--- src/rtl/jtframe_ioctl_pkg.sv ---
// Shared definitions for the ioctl download stream consumers.
//  IOCTL_AW    width of the framework byte address bus
//  state_t     loader FSM states
//  lane_count  bytes per PROM word for a given word width
//  lane_bits   log2 of the lane count
package jtframe_ioctl_pkg;

  localparam int IOCTL_AW = 25;

  typedef enum logic [1:0] {
    IDLE  = 2'd0,
    LOAD  = 2'd1,
    FLUSH = 2'd2,
    DONE  = 2'd3
  } state_t;

  // Bytes needed to build one PROM word of width dw.
  function automatic int lane_count(input int dw);
    if (dw <= 8)       return 1;
    else if (dw <= 16) return 2;
    else               return 4;
  endfunction

  // Number of low address bits that select the lane inside a word.
  function automatic int lane_bits(input int wb);
    if (wb == 1)      return 0;
    else if (wb == 2) return 1;
    else              return 2;
  endfunction

endpackage

--- src/rtl/jtframe_prom_loader.sv ---
// Write-side companion of an on-chip PROM. Watches the byte-wide ioctl
// download stream, keeps the bytes that fall inside this PROM's address
// window, packs them little-endian into DW-bit words and issues one write
// strobe per completed word. A partial word left when the download ends is
// flushed with FILL in the missing lanes. A mod-256 checksum of accepted
// bytes and a done flag are reported.
//
// Ports
//  clk          system clock
//  rst          synchronous reset, active high
//  downloading  download in progress (level)
//  ioctl_addr   byte address of the current download byte
//  ioctl_dout   download byte
//  ioctl_wr     one-cycle byte strobe
//  prom_addr    PROM write address
//  prom_data    PROM write data
//  prom_we      one-cycle PROM write strobe
//  done         PROM fully loaded for the current download
//  checksum     mod-256 sum of accepted bytes
module jtframe_prom_loader
  import jtframe_ioctl_pkg::*;
#(
  parameter int                    DW    = 8,
  parameter int                    AW    = 10,
  parameter logic [IOCTL_AW-1:0]   START = '0,
  parameter logic [7:0]            FILL  = 8'h00
) (
  input  logic                 clk,
  input  logic                 rst,
  input  logic                 downloading,
  input  logic [IOCTL_AW-1:0]  ioctl_addr,
  input  logic [7:0]           ioctl_dout,
  input  logic                 ioctl_wr,
  output logic [AW-1:0]        prom_addr,
  output logic [DW-1:0]        prom_data,
  output logic                 prom_we,
  output logic                 done,
  output logic [7:0]           checksum
);

  localparam int WB  = lane_count(DW);
  localparam int LW  = lane_bits(WB);
  // Lane index is kept at least one bit wide so byte-wide PROMs still have
  // a legal (always zero) lane signal.
  localparam int LIW = (LW > 0) ? LW : 1;

  // Window size in bytes, one bit wider than the bus so the exclusive end
  // of a window reaching the top of the address space is still representable.
  localparam logic [IOCTL_AW:0]    WIN_SIZE   = (IOCTL_AW + 1)'(WB) << AW;
  localparam logic [LIW-1:0]       LANE_MASK  = LIW'(WB - 1);
  localparam logic [WB-1:0][7:0]   FILL_LANES = {WB{FILL}};

  // ---------------------------------------------------------------------
  // State
  // ---------------------------------------------------------------------
  state_t               state_q,     state_d;
  logic                 dl_q,        dl_d;
  logic [WB-1:0][7:0]   lanes_q,     lanes_d;
  logic                 pend_q,      pend_d;
  logic [AW-1:0]        pend_word_q, pend_word_d;
  logic [AW-1:0]        prom_addr_q, prom_addr_d;
  logic [DW-1:0]        prom_data_q, prom_data_d;
  logic                 prom_we_q,   prom_we_d;
  logic                 done_q,      done_d;
  logic [7:0]           checksum_q,  checksum_d;

  // ---------------------------------------------------------------------
  // Address decode
  // ---------------------------------------------------------------------
  logic [IOCTL_AW:0]    rel;
  logic                 in_win;
  logic [LIW-1:0]       lane;
  logic [AW-1:0]        word;
  logic                 dl_rise;
  logic                 dl_fall;
  logic                 accept;
  logic                 last_lane;
  logic [WB-1:0][7:0]   merged;

  // The lower bound is checked on the raw address; the upper bound on the
  // offset, so an address one past the window can never wrap to word 0.
  assign rel       = {1'b0, ioctl_addr} - {1'b0, START};
  assign in_win    = (ioctl_addr >= START) && (rel < WIN_SIZE);
  assign lane      = rel[LIW-1:0] & LANE_MASK;
  assign word      = AW'(rel >> LW);
  assign dl_rise   = downloading & ~dl_q;
  assign dl_fall   = ~downloading & dl_q;
  assign accept    = (state_q == LOAD) && ioctl_wr && in_win;
  assign last_lane = (lane == LANE_MASK);

  // Little-endian packing: lane k lands on bits [8k+7:8k], then the word is
  // truncated to DW, which also drops the upper bits of each byte when DW<8.
  function automatic logic [DW-1:0] pack_word(input logic [WB-1:0][7:0] lanes);
    logic [31:0] w;
    w = {4{FILL}};
    for (int k = 0; k < WB; k++) begin
      w[8*k +: 8] = lanes[k];
    end
    return w[DW-1:0];
  endfunction

  // ---------------------------------------------------------------------
  // Next-state logic
  // ---------------------------------------------------------------------
  // NOTE: every signal written here gets a default first; a path that
  // leaves one unassigned would infer a latch.
  always_comb begin
    state_d     = state_q;
    dl_d        = downloading;
    lanes_d     = lanes_q;
    pend_d      = pend_q;
    pend_word_d = pend_word_q;
    prom_addr_d = prom_addr_q;
    prom_data_d = prom_data_q;
    prom_we_d   = 1'b0;
    done_d      = done_q;
    checksum_d  = checksum_q;
    merged      = lanes_q;

    case (state_q)
      IDLE, DONE: begin
        // done follows the state one cycle late, so it rises the cycle after
        // the final write strobe rather than alongside it.
        done_d = (state_q == DONE);
        if (dl_rise) begin
          state_d    = LOAD;
          lanes_d    = FILL_LANES;
          pend_d     = 1'b0;
          checksum_d = 8'h00;
          done_d     = 1'b0;
        end
      end

      LOAD: begin
        if (accept) begin
          checksum_d = checksum_q + ioctl_dout;
          // Jumping to another word before finishing this one drops the
          // partial bytes without writing them.
          if (pend_q && (word != pend_word_q)) begin
            merged = FILL_LANES;
          end
          for (int k = 0; k < WB; k++) begin
            if (lane == LIW'(k)) begin
              merged[k] = ioctl_dout;
            end
          end
          if (last_lane) begin
            prom_we_d   = 1'b1;
            prom_addr_d = word;
            prom_data_d = pack_word(merged);
            lanes_d     = FILL_LANES;
            pend_d      = 1'b0;
          end else begin
            lanes_d     = merged;
            pend_d      = 1'b1;
            pend_word_d = word;
          end
        end
        // A byte arriving on the falling cycle is already folded into
        // pend_d above, so the flush decision sees it.
        if (dl_fall) begin
          state_d = pend_d ? FLUSH : DONE;
        end
      end

      FLUSH: begin
        prom_we_d   = 1'b1;
        prom_addr_d = pend_word_q;
        prom_data_d = pack_word(lanes_q);
        lanes_d     = FILL_LANES;
        pend_d      = 1'b0;
        state_d     = DONE;
      end

      default: begin
        state_d = IDLE;
      end
    endcase
  end

  // ---------------------------------------------------------------------
  // Registers
  // ---------------------------------------------------------------------
  // NOTE: state is updated with non-blocking assignments so every flop
  // samples the values from before the edge, independent of statement order.
  always_ff @(posedge clk) begin
    if (rst) begin
      state_q     <= IDLE;
      dl_q        <= 1'b0;
      // NOTE: the lane buffer is a handful of flops, not a RAM, so it is
      // reset like any other register; FILL keeps flushed lanes defined.
      lanes_q     <= FILL_LANES;
      pend_q      <= 1'b0;
      pend_word_q <= '0;
      prom_addr_q <= '0;
      prom_data_q <= '0;
      prom_we_q   <= 1'b0;
      done_q      <= 1'b0;
      checksum_q  <= 8'h00;
    end else begin
      state_q     <= state_d;
      dl_q        <= dl_d;
      lanes_q     <= lanes_d;
      pend_q      <= pend_d;
      pend_word_q <= pend_word_d;
      prom_addr_q <= prom_addr_d;
      prom_data_q <= prom_data_d;
      prom_we_q   <= prom_we_d;
      done_q      <= done_d;
      checksum_q  <= checksum_d;
    end
  end

  assign prom_addr = prom_addr_q;
  assign prom_data = prom_data_q;
  assign prom_we   = prom_we_q;
  assign done      = done_q;
  assign checksum  = checksum_q;

endmodule

--- config.mk ---
export PLATFORM = sky130hd
export DESIGN_NAME = jtframe_prom_loader
export DESIGN_NICKNAME = d
export VERILOG_FILES = /design/src/rtl/jtframe_ioctl_pkg.sv /design/src/rtl/jtframe_prom_loader.sv
export SDC_FILE = /design/constraint.sdc
export NUM_CORES = 1
export LEC_CHECK = 0
export ABC_AREA = 1
export BUFFER_PORTS_ARGS = -buffer_cell sky130_fd_sc_hd__buf_2
export CAP_MARGIN = 20
export CORE_MARGIN = 8
export CORE_UTILIZATION = 38
export CTS_CLUSTER_DIAMETER = 60
export DETAILED_ROUTE_END_ITERATION = 7
export PLACE_DENSITY = 0.7
export SLEW_MARGIN = 20
export SYNTH_ARGS = -nofsm -noshare
export SYNTH_HDL_FRONTEND = slang
export SYNTH_SLANG_ARGS = --single-unit
--- constraint.sdc ---
create_clock -name clk -period 4.1 [get_ports clk]
set_input_delay 0.82 -clock clk [delete_from_list [all_inputs] [get_ports clk]]
set_output_delay 0.82 -clock clk [all_outputs]
set_load 0.005 [all_outputs]
Yosys cells after proc, flatten, opt, wreduce, memory -nomap -nowiden
Cells that the tools add are included.
{"block": "word_totals", "mem_bits_ro": 0, "latchBits": 0, "reg_bits": 40, "n_memories": 0, "mem_bits_rw": 0, "wordCells": 53, "output_inout_bits": 28, "in_bits": 37}
{"block": "op_classes", "n_lt_le_gt_ge": 2, "add_sub_neg": 1, "multipliers": 0, "shift": 0, "reduce_logical": 11, "mux": 20, "n_div": 0, "eq_ne": 6, "n_bitwise": 4}
{"cell": "two-way mux 8 bit", "n": 4}
{"cell": "one-hot mux 8 bit (2 select lines)", "n": 2}
{"cell": "greater-or-equal comparator 25 x 1 -> 1 bit, second input constant", "n": 1}
{"cell": "less-than comparator 25 x 11 -> 1 bit, second input constant", "n": 1}
{"cell": "one-hot mux 8 bit (3 select lines)", "n": 1}
{"cell": "one-hot mux 10 bit (2 select lines)", "n": 1}
{"cell": "two-way mux 10 bit", "n": 1}
{"cell": "adder 8 bit", "n": 1}
{"cell": "two-way mux 1 bit", "n": 6}
{"cell": "inequality test 2 bit, second input constant", "n": 3}
{"cell": "one-hot mux 2 bit (3 select lines)", "n": 1}
{"cell": "AND reduction 2 bit", "n": 3}
{"cell": "== test 2 bit, second input constant", "n": 2}
{"cell": "two-way mux 2 bit", "n": 2}
{"cell": "nonzero test 2 bit", "n": 2}
{"cell": "logical AND 1 bit", "n": 3}
{"cell": "one-hot mux 1 bit (3 select lines)", "n": 1}
{"cell": "AND reduction 3 bit", "n": 1}
{"cell": "AND 1 bit", "n": 2}
{"cell": "== test 2 x 1 -> 1 bit, second input constant", "n": 1}
{"cell": "zero test 2 bit", "n": 1}
{"cell": "NOT 1 bit", "n": 2}
{"cell": "one-hot mux 1 bit (2 select lines)", "n": 1}
{"cell": "OR reduction 2 bit", "n": 1}

Longest topological paths before layout
Gate-level depths: netlist of run 1.
{"block": "depth", "ltp_word": 8, "depth_mapped": 11, "depth_no_buf": 10}

Least setup slack after synthesis of run 1
OpenSTA, ideal clock, no wires.
{"block": "synth_path", "path_type": "in2reg", "from": "input ioctl_dout[0]", "to": "register checksum_q[4], in the netlist checksum[4]", "path_slack_ps": 2070, "arrival_ps": 1893, "n_path_buf": 0, "setup_ps": 137, "cell_stages": 7, "path_cell_list": "ha_1 fa_1 a21oi_1 xor2_1 nor2_1 nand2_1 a21oi_1"}
{"block": "synth_via", "elab_chain_cells": 3}
{"item": "start, declared", "line": "jtframe_prom_loader.sv:32", "text": "input logic [7:0] ioctl_dout,"}
{"item": "adder 8 bit", "line": "jtframe_prom_loader.sv:136", "text": "checksum_d = checksum_q + ioctl_dout;"}
{"item": "two-way mux 8 bit", "line": "jtframe_prom_loader.sv:135", "text": "if (accept) begin"}
{"item": "one-hot mux 8 bit (2 select lines)", "line": "jtframe_prom_loader.sv:120", "text": "case (state_q)"}
{"item": "end signal, assigned", "line": "jtframe_prom_loader.sv:210", "text": "checksum_q <= checksum_d;"}
{"item": "end, declared", "line": "jtframe_prom_loader.sv:65", "text": "logic [7:0] checksum_q, checksum_d;"}
No other way between the ends. The select of a mux whose other input is x is not followed.
A chain may end at the register's enable or synchronous reset.

Worst setup path in the final report of run 1
Same ends and word-level chain as after synthesis.

==> results of run 1 <==
kinds of logic after synthesis:
| logic type | Yosys count | share of synthesized area, % |
|---|---|---|
| and+or+nand+nor | 116 | 32.99 |
| AOI/OAI and AO/OA | 38 | 13.71 |
| DFF | 32 | 35.26 |
| buffers and inverters | 29 | 8.127 |
| adders and majority gates | 11 | 7.989 |
| xor gates and xnor gates | 4 | 1.929 |
area by class of cell:
cell class | count | area, sq um | share of cell area, %
clock buffer | 6 | 72.57 | 3.275
clock inverter | 1 | 5.005 | 0.2259
inverter | 21 | 81.33 | 3.670
multi-input combinational | 169 | 1028 | 46.41
sequential | 32 | 640.6 | 28.91
tap | 54 | 67.56 | 3.049
timing repair buffer | 64 | 320.3 | 14.46
registers in the layout (all words and copies together), names as in the netlist:
name       flops
prom_data      8
prom_we        1
prom_addr     10
state_q        2
done           1
dl_q           1
pend_q         1
checksum       8
critical path: stages:
cell	delay, ns
buf_2	0.11
ha_1	0.22
fa_1	0.43
a21oi_1	0.21
xor2_1	0.17
nor2_1	0.05
nand2_1	0.05
a21oi_1	0.05
power breakdown:
| part | switching (mW) | internal, mW | total, mW |
|---|---|---|---|
| logic | 0.278 | 0.140 | 0.418 |
| registers | 0.0222 | 0.337 | 0.360 |
| clock network | 0.110 | 0.115 | 0.226 |
stage by stage:
stage	std cells	hold slack, ns	total power, mW	util, %
floorplan	230	0.4210	0.6939	-
global placement	340	0.4326	0.7836	45.88
detailed placement	340	0.4410	0.7860	45.88
CTS	347	0.4521	1.013	47.54
global route	347	0.4707	1.084	47.54
finish	347	0.4497	1.003	47.54
routing by layer:
metal | global-route usage [%] | up-vias
met4 | 4.854 | 0
met2 | 20.10 | 40
li1 | - | 877
met1 | 14.57 | 750
met5 | 0 | -
met3 | 5.309 | 5
worst paths after layout:
path | start | end | slack, ns | cells after the start
max reg2reg | state_q[0] | prom_addr[3] | 2.17 | 7
min | pend_q | pend_q | 0.45 | 2
max | ioctl_dout[0] | checksum[4] | 2.12 | 8
min reg2reg | pend_q | pend_q | 0.45 | 2
layout by cell type, fill, tap and decap left out, types with 3 or more instances in the layout:
cell / count
a21oi_2: 10
xor2_1: 3
nand4_1: 5
buf_2: 64
clkbuf_8: 5
a21oi_1: 23
nand3_2: 10
nand2_1: 59
ha_1: 10
inv_1: 18
nor2_1: 17
dfxtp_1: 32
nand3_1: 14
==> run_results.csv, run 1 <==
group,metric,value,unit
clocking,clk_pin_slew,0.06,ns
synth,synth_fp_nets,278,
critical_path,required,4.24,ns
routing,drt-pass1-iter-count,4,
synth,synth.most_common_cell,"nand2_1",
cells_and_area,fillers,502,
grt,grt_overflow,0,
routing,wl_met2,2006,um
clocking,post_cts_buffers,0,
critical_path,criticalPathCategory,"in -> reg",
synth,synth_area_leaders,"dfxtp_1 35%, nand2_1 12%, ha_1 6.9%",
timing,relSlewSlack,41.55,%
synth,synth_edf_count,0,
synth,synth_area_per_cell,7.899,sq um
place,portBuffers,64,
routing,drc,0,
synth,synth_common_cells,"59 x nand2_1, 32 x dfxtp_1, 23 x a21oi_1",
clocking,cts_max_path_buffers,2,
status,status,"finished, final reports clean",
floorplanning,die_w,85.15,um
grt,grt_max_degree,32,
timing,fmax,504.6,MHz
clocking,ctsHoldBuffers,0,
clocking,clock_latency,0.28,ns
grt,grtUsageTotal,12.61,%
clocking,cts-resized-gates,0,
floorplanning,start_util,38.98,%
synth,async_flop_share,0,%
floorplanning,die_y,85.15,um
cells_and_area,layout-drive-gt1-share,35.15,%
cells_and_area,nNetsFinal,341,
cells_and_area,antenna_cells,0,
cells_and_area,area_growth,21.97,%
power_and_ir_drop,power_leakage,1.023,nW
timing,finalCritPeriodShare,48.34,%
synth,ys.flop_type,"dfxtp_1",
place,gp_congestion,0.8815,
routing,drtIter0Drc,101,
timing,hold_viol,0,
grt,grt_pass1_vias,1551,
place,post-dp-hpwl,3439,um
place,preCtsSetupSlack,1.821,ns
clocking,cts_htree_levels,2,
timing,skew,0.004713,ns
floorplanning,ios,65,
floorplanning,core,4661,sq um
routing,vias,1672,
routing,routed.top_layer,"met4",
routing,wire_per_inst,12.82,um
routing,ant_nets,0,
power_and_ir_drop,power.density,452.7,nW/um^2
timing,tightest_slew,0.8758,ns
synth,synth.distinct_cells,33,
synth,ys_ff_latch,32,
synth,synth_top_area_share,35.26,%
timing,period_needed,1.982,ns
critical_path,cp_max_fo,3,
synth,yosysSeqAreaShare,35.26,%
timing,setup-tns-final,0,ns
synth,syn_inst,230,
routing,drt_wl_total,4450,um
floorplanning,rows,25,
routing,dr_wl_met3,367,um
synth,synth_warnings,0,
job,max-cap-violations,0,
min_path,hold_path.class,"reg -> reg",
floorplanning,die_area,7250,sq um
grt,grt_pass1_wl,7431,um
critical_path,endpoint_kind,"flip-flop",
timing,slew_viol_final,0,
grt,antenna_found_initial,0,
timing,setup_ws,2.118,ns
timing,setup_violations,0,
critical_path,cp.arrival,2.12,ns
place,postPlaceCellArea,2138,sq um
timing,rsz0062_at_grt,"no",
synth,synth.largest_area_cell,"dfxtp_1",
routing,vias_per_cell,4.818,
synth,syn-cell-area,1817,sq um
critical_path,startpoint_type,"input pin",
clocking,numClockSinks,32,
clocking,cts_tree,"yes",
cells_and_area,final_area,2216,sq um
power_and_ir_drop,peakVddDrop,0.0001642,V
routing,drt-met1-wl,2007,um
clocking,numCtsBuffers,5,
clocking,cts_root_buffer,"clkbuf_8",
Power figures use the tool's default switching activity.
==> run 2, diff against run 1 <==
--- a/config.mk
+++ b/config.mk
@@ -5,14 +5,14 @@
 export SDC_FILE = /design/constraint.sdc
 export NUM_CORES = 1
 export LEC_CHECK = 0
-export ABC_AREA = 1
+export ABC_AREA = 0
 export BUFFER_PORTS_ARGS = -buffer_cell sky130_fd_sc_hd__buf_2
 export CAP_MARGIN = 20
 export CORE_MARGIN = 8
 export CORE_UTILIZATION = 38
 export CTS_CLUSTER_DIAMETER = 60
 export DETAILED_ROUTE_END_ITERATION = 7
-export PLACE_DENSITY = 0.7
+export PLACE_DENSITY = 0.75
 export SLEW_MARGIN = 20
 export SYNTH_ARGS = -nofsm -noshare
 export SYNTH_HDL_FRONTEND = slang
==> constraint.sdc (replaced) <==
create_clock -name clk -period 1.76 [get_ports clk]
set_input_delay 0.352 -clock clk [delete_from_list [all_inputs] [get_ports clk]]
set_output_delay 0.352 -clock clk [all_outputs]
set_load 0.005 [all_outputs]
==> run_results.csv, run 2 <==
group,metric,value,unit
status,status,"finished, final reports clean",
job,max-cap-violations,0,
floorplanning,ios,65,
critical_path,cp_max_fo,3,
cells_and_area,area_growth,46.96,%
power_and_ir_drop,clockPowerShare,31.1,%
clocking,numClockSinks,32,
floorplanning,die_w,79.33,um
cells_and_area,layout-drive-gt1-share,47.90,%
grt,grt_pass1_vias,1478,
synth,synth_warnings,0,
synth,synth_area_per_cell,10.09,sq um
routing,drc,0,
clocking,cts_htree_levels,2,
place,gp_congestion,0.7989,
routing,wl_met2,2149,um
timing,fmax,582.2,MHz
floorplanning,rows,23,
place,preCtsSetupSlack,-0.2051,ns
power_and_ir_drop,seq_power_share,36.5,%
power_and_ir_drop,p_int,1.548,mW
grt,grt_pass1_wl,6506,um
power_and_ir_drop,peakVddDrop,0.0004542,V
timing,rsz0062_at_grt,"yes",
cells_and_area,nNetsFinal,285,
routing,drt-met1-wl,1627,um
timing,finalCritPeriodShare,97.60,%
clocking,numCtsBuffers,5,
routing,drt-pass1-iter-count,4,
power_and_ir_drop,power_leakage,1.044,nW
cells_and_area,fillers,357,
synth,ys_ff_latch,32,
cells_and_area,multi_input_area,909.6,sq um
power_and_ir_drop,swShare,29.36,%
place,post-dp-hpwl,3148,um
routing,routed.top_layer,"met4",
clocking,cts_tree,"yes",
grt,grt_overflow,0,
synth,synthXorXnorAreaFrac,3.448,%
timing,relSlewSlack,76.91,%
synth,synth.distinct_cells,40,
grt,antenna_found_initial,0,
routing,vias,1450,
timing,slew_viol_final,0,
grt,grtUsageTotal,12.57,%
synth,synth_common_cells,"32 x dfxtp_1, 18 x a22o_1, 12 x a21oi_1",
synth,syn_inst,151,
floorplanning,die_area,6292,sq um
synth,synth_top_family_by_area,"compound AO/OA/AOI/OAI gates",
min_path,hold_path.class,"in -> reg",
critical_path,cp.arrival,1.88,ns
synth,yosys.area_share.adder,9.524,%
cells_and_area,antenna_cells,0,
synth,synth.most_common_cell,"dfxtp_1",
floorplanning,die_y,79.33,um
clocking,cts_max_path_buffers,2,
synth,synth_edf_count,0,
timing,setup_violations,0,
timing,tightest_slew,0.3443,ns
timing,period_needed,1.718,ns
routing,vias_per_cell,5.035,
timing,setup_ws,0.04225,ns
cells_and_area,regArea,646.9,sq um
routing,drt_wl_total,4073,um
synth,synth.largest_area_cell,"dfxtp_1",
floorplanning,core,3943,sq um
clocking,clock_latency,0.27,ns
cells_and_area,largest_reg_flops,10,
synth,async_flop_share,0,%
clocking,cts_root_buffer,"clkbuf_8",
routing,ant_nets,0,
routing,dr_wl_met3,287,um
timing,hold_viol,0,
cells_and_area,final_cell_mix,"64 x buf_2, 29 x dfxtp_1, 18 x a22o_1, 16 x buf_4, 10 x a21oi_1",
routing,drtIter0Drc,65,
synth,synth_compound_area_share,22.91,%
power_and_ir_drop,finalPower,2.191,mW
critical_path,required,1.92,ns
power_and_ir_drop,power.density,978.2,nW/um^2
routing,wire_per_inst,14.14,um
timing,setup-tns-final,0,ns
synth,synth_top_area_share,42.04,%
cells_and_area,final_common_cell,"buf_2",
synth,synth_area_leaders,"dfxtp_1 42%, a22o_1 10%, ha_1 8.2%",
place,portBuffers,64,
synth,ys.flop_type,"dfxtp_1",
synth,synth_fp_nets,199,
clocking,clk_pin_slew,0.07,ns
grt,grt_max_degree,19,
power_and_ir_drop,netSwitchingPower,643.1,uW
power_and_ir_drop,combPwrFrac,32.4,%
synth,yosysSeqAreaShare,42.04,%
critical_path,endpoint_kind,"flip-flop",
synth,syn-cell-area,1524,sq um
floorplanning,start_util,38.65,%
synth,synth.area.mux_share,0,%
critical_path,criticalPathCategory,"reg -> reg",
synth,yosys.area_share.simple,18.80,%
critical_path,startpoint_type,"flip-flop",
timing,skew,0.006418,ns
run 2: cell count changes after synthesis, sizes merged, moves of 4 or more:
cell,before,now
inv,21,5
a22o,0,18
nand4,5,1
a21oi,33,12
nand2,61,3
o21ai,2,6
nand2b,0,8
nand3,26,9
nor2,19,10
nor3,0,4
run 2: area by class of cell:
cell class	count	share of cell area [%]
repair buffers	84	22.07
inverters	5	0.8380
clock inverters	2	1.564
flip-flops and latches	32	28.88
well taps	50	2.793
multi-input cells	109	40.61
clock buffers	6	3.240
run 2: worst paths after layout:
check / slack [ns] / endpoint / depth (start not counted) / start
max: 0.04 / checksum[6] / 7 / checksum[0]
min: 0.28 / prom_addr[0] / 2 / ioctl_addr[0]
max reg2reg: 0.04 / checksum[6] / 7 / checksum[0]
min reg2reg: 0.47 / prom_addr[4] / 1 / prom_addr[4]
run 2: metrics by stage:
step	util [%]	cells	hold slack (ns)	area (sq um)
5_1_grt	56.81	288	0.2811	2240
3_5_place_dp	51.00	278	0.4579	2011
6_report	56.81	288	0.2840	2240
2_1_floorplan	-	151	0.4433	1524
3_3_place_gp	51.00	278	0.4557	2011
4_1_cts	54.46	287	0.2791	2147
run 2: critical path: stages (launching register included):
cell,delay [ns]
dfxtp_2,0.34
ha_4,0.17
fa_2,0.42
a211oi_2,0.19
o21bai_1,0.09
a21oi_1,0.15
xor2_1,0.16
o2bb2ai_1,0.08
run 2: power groups by stage:
stage / clock, mW / sequential [mW] / combinational, mW
6_report: 0.682 / 0.800 / 0.709
5_1_grt: 0.728 / 0.807 / 0.776
4_1_cts: 0.696 / 0.785 / 0.623
3_5_place_dp: 0 / 0.799 / 0.583
3_3_place_gp: 0 / 0.798 / 0.579
2_1_floorplan: 0 / 0.798 / 0.353
run 2: cell families (layout without fill, tap and decap cells):
kind of cell / after synthesis / after routing
XOR/XNOR: 6 / 6
flip-flops: 32 / 32
AO/OA/AOI/OAI: 47 / 47
buffers and inverters: 10 / 97
AND/OR/NAND/NOR: 45 / 45
adder cells (fa/ha/maj): 11 / 11
run 2: layer usage:
layer  vias to the layer above  track usage, %
li1                        729               -
met1                       682           13.13
met2                        37           23.83
met3                         2           4.176
met4                         0           2.222
met5                         -               0
run 2: timing repair:
| item | CTS | global route |
|---|---|---|
| cloned | 1 | 0 |
| gates resized for setup | 7 | 16 |
| buffers inserted | 0 | 1 |
| endpoints found under the setup margin | 26 | 26 |
| pin swaps | 0 | 6 |
| hold buffers | 0 | 0 |
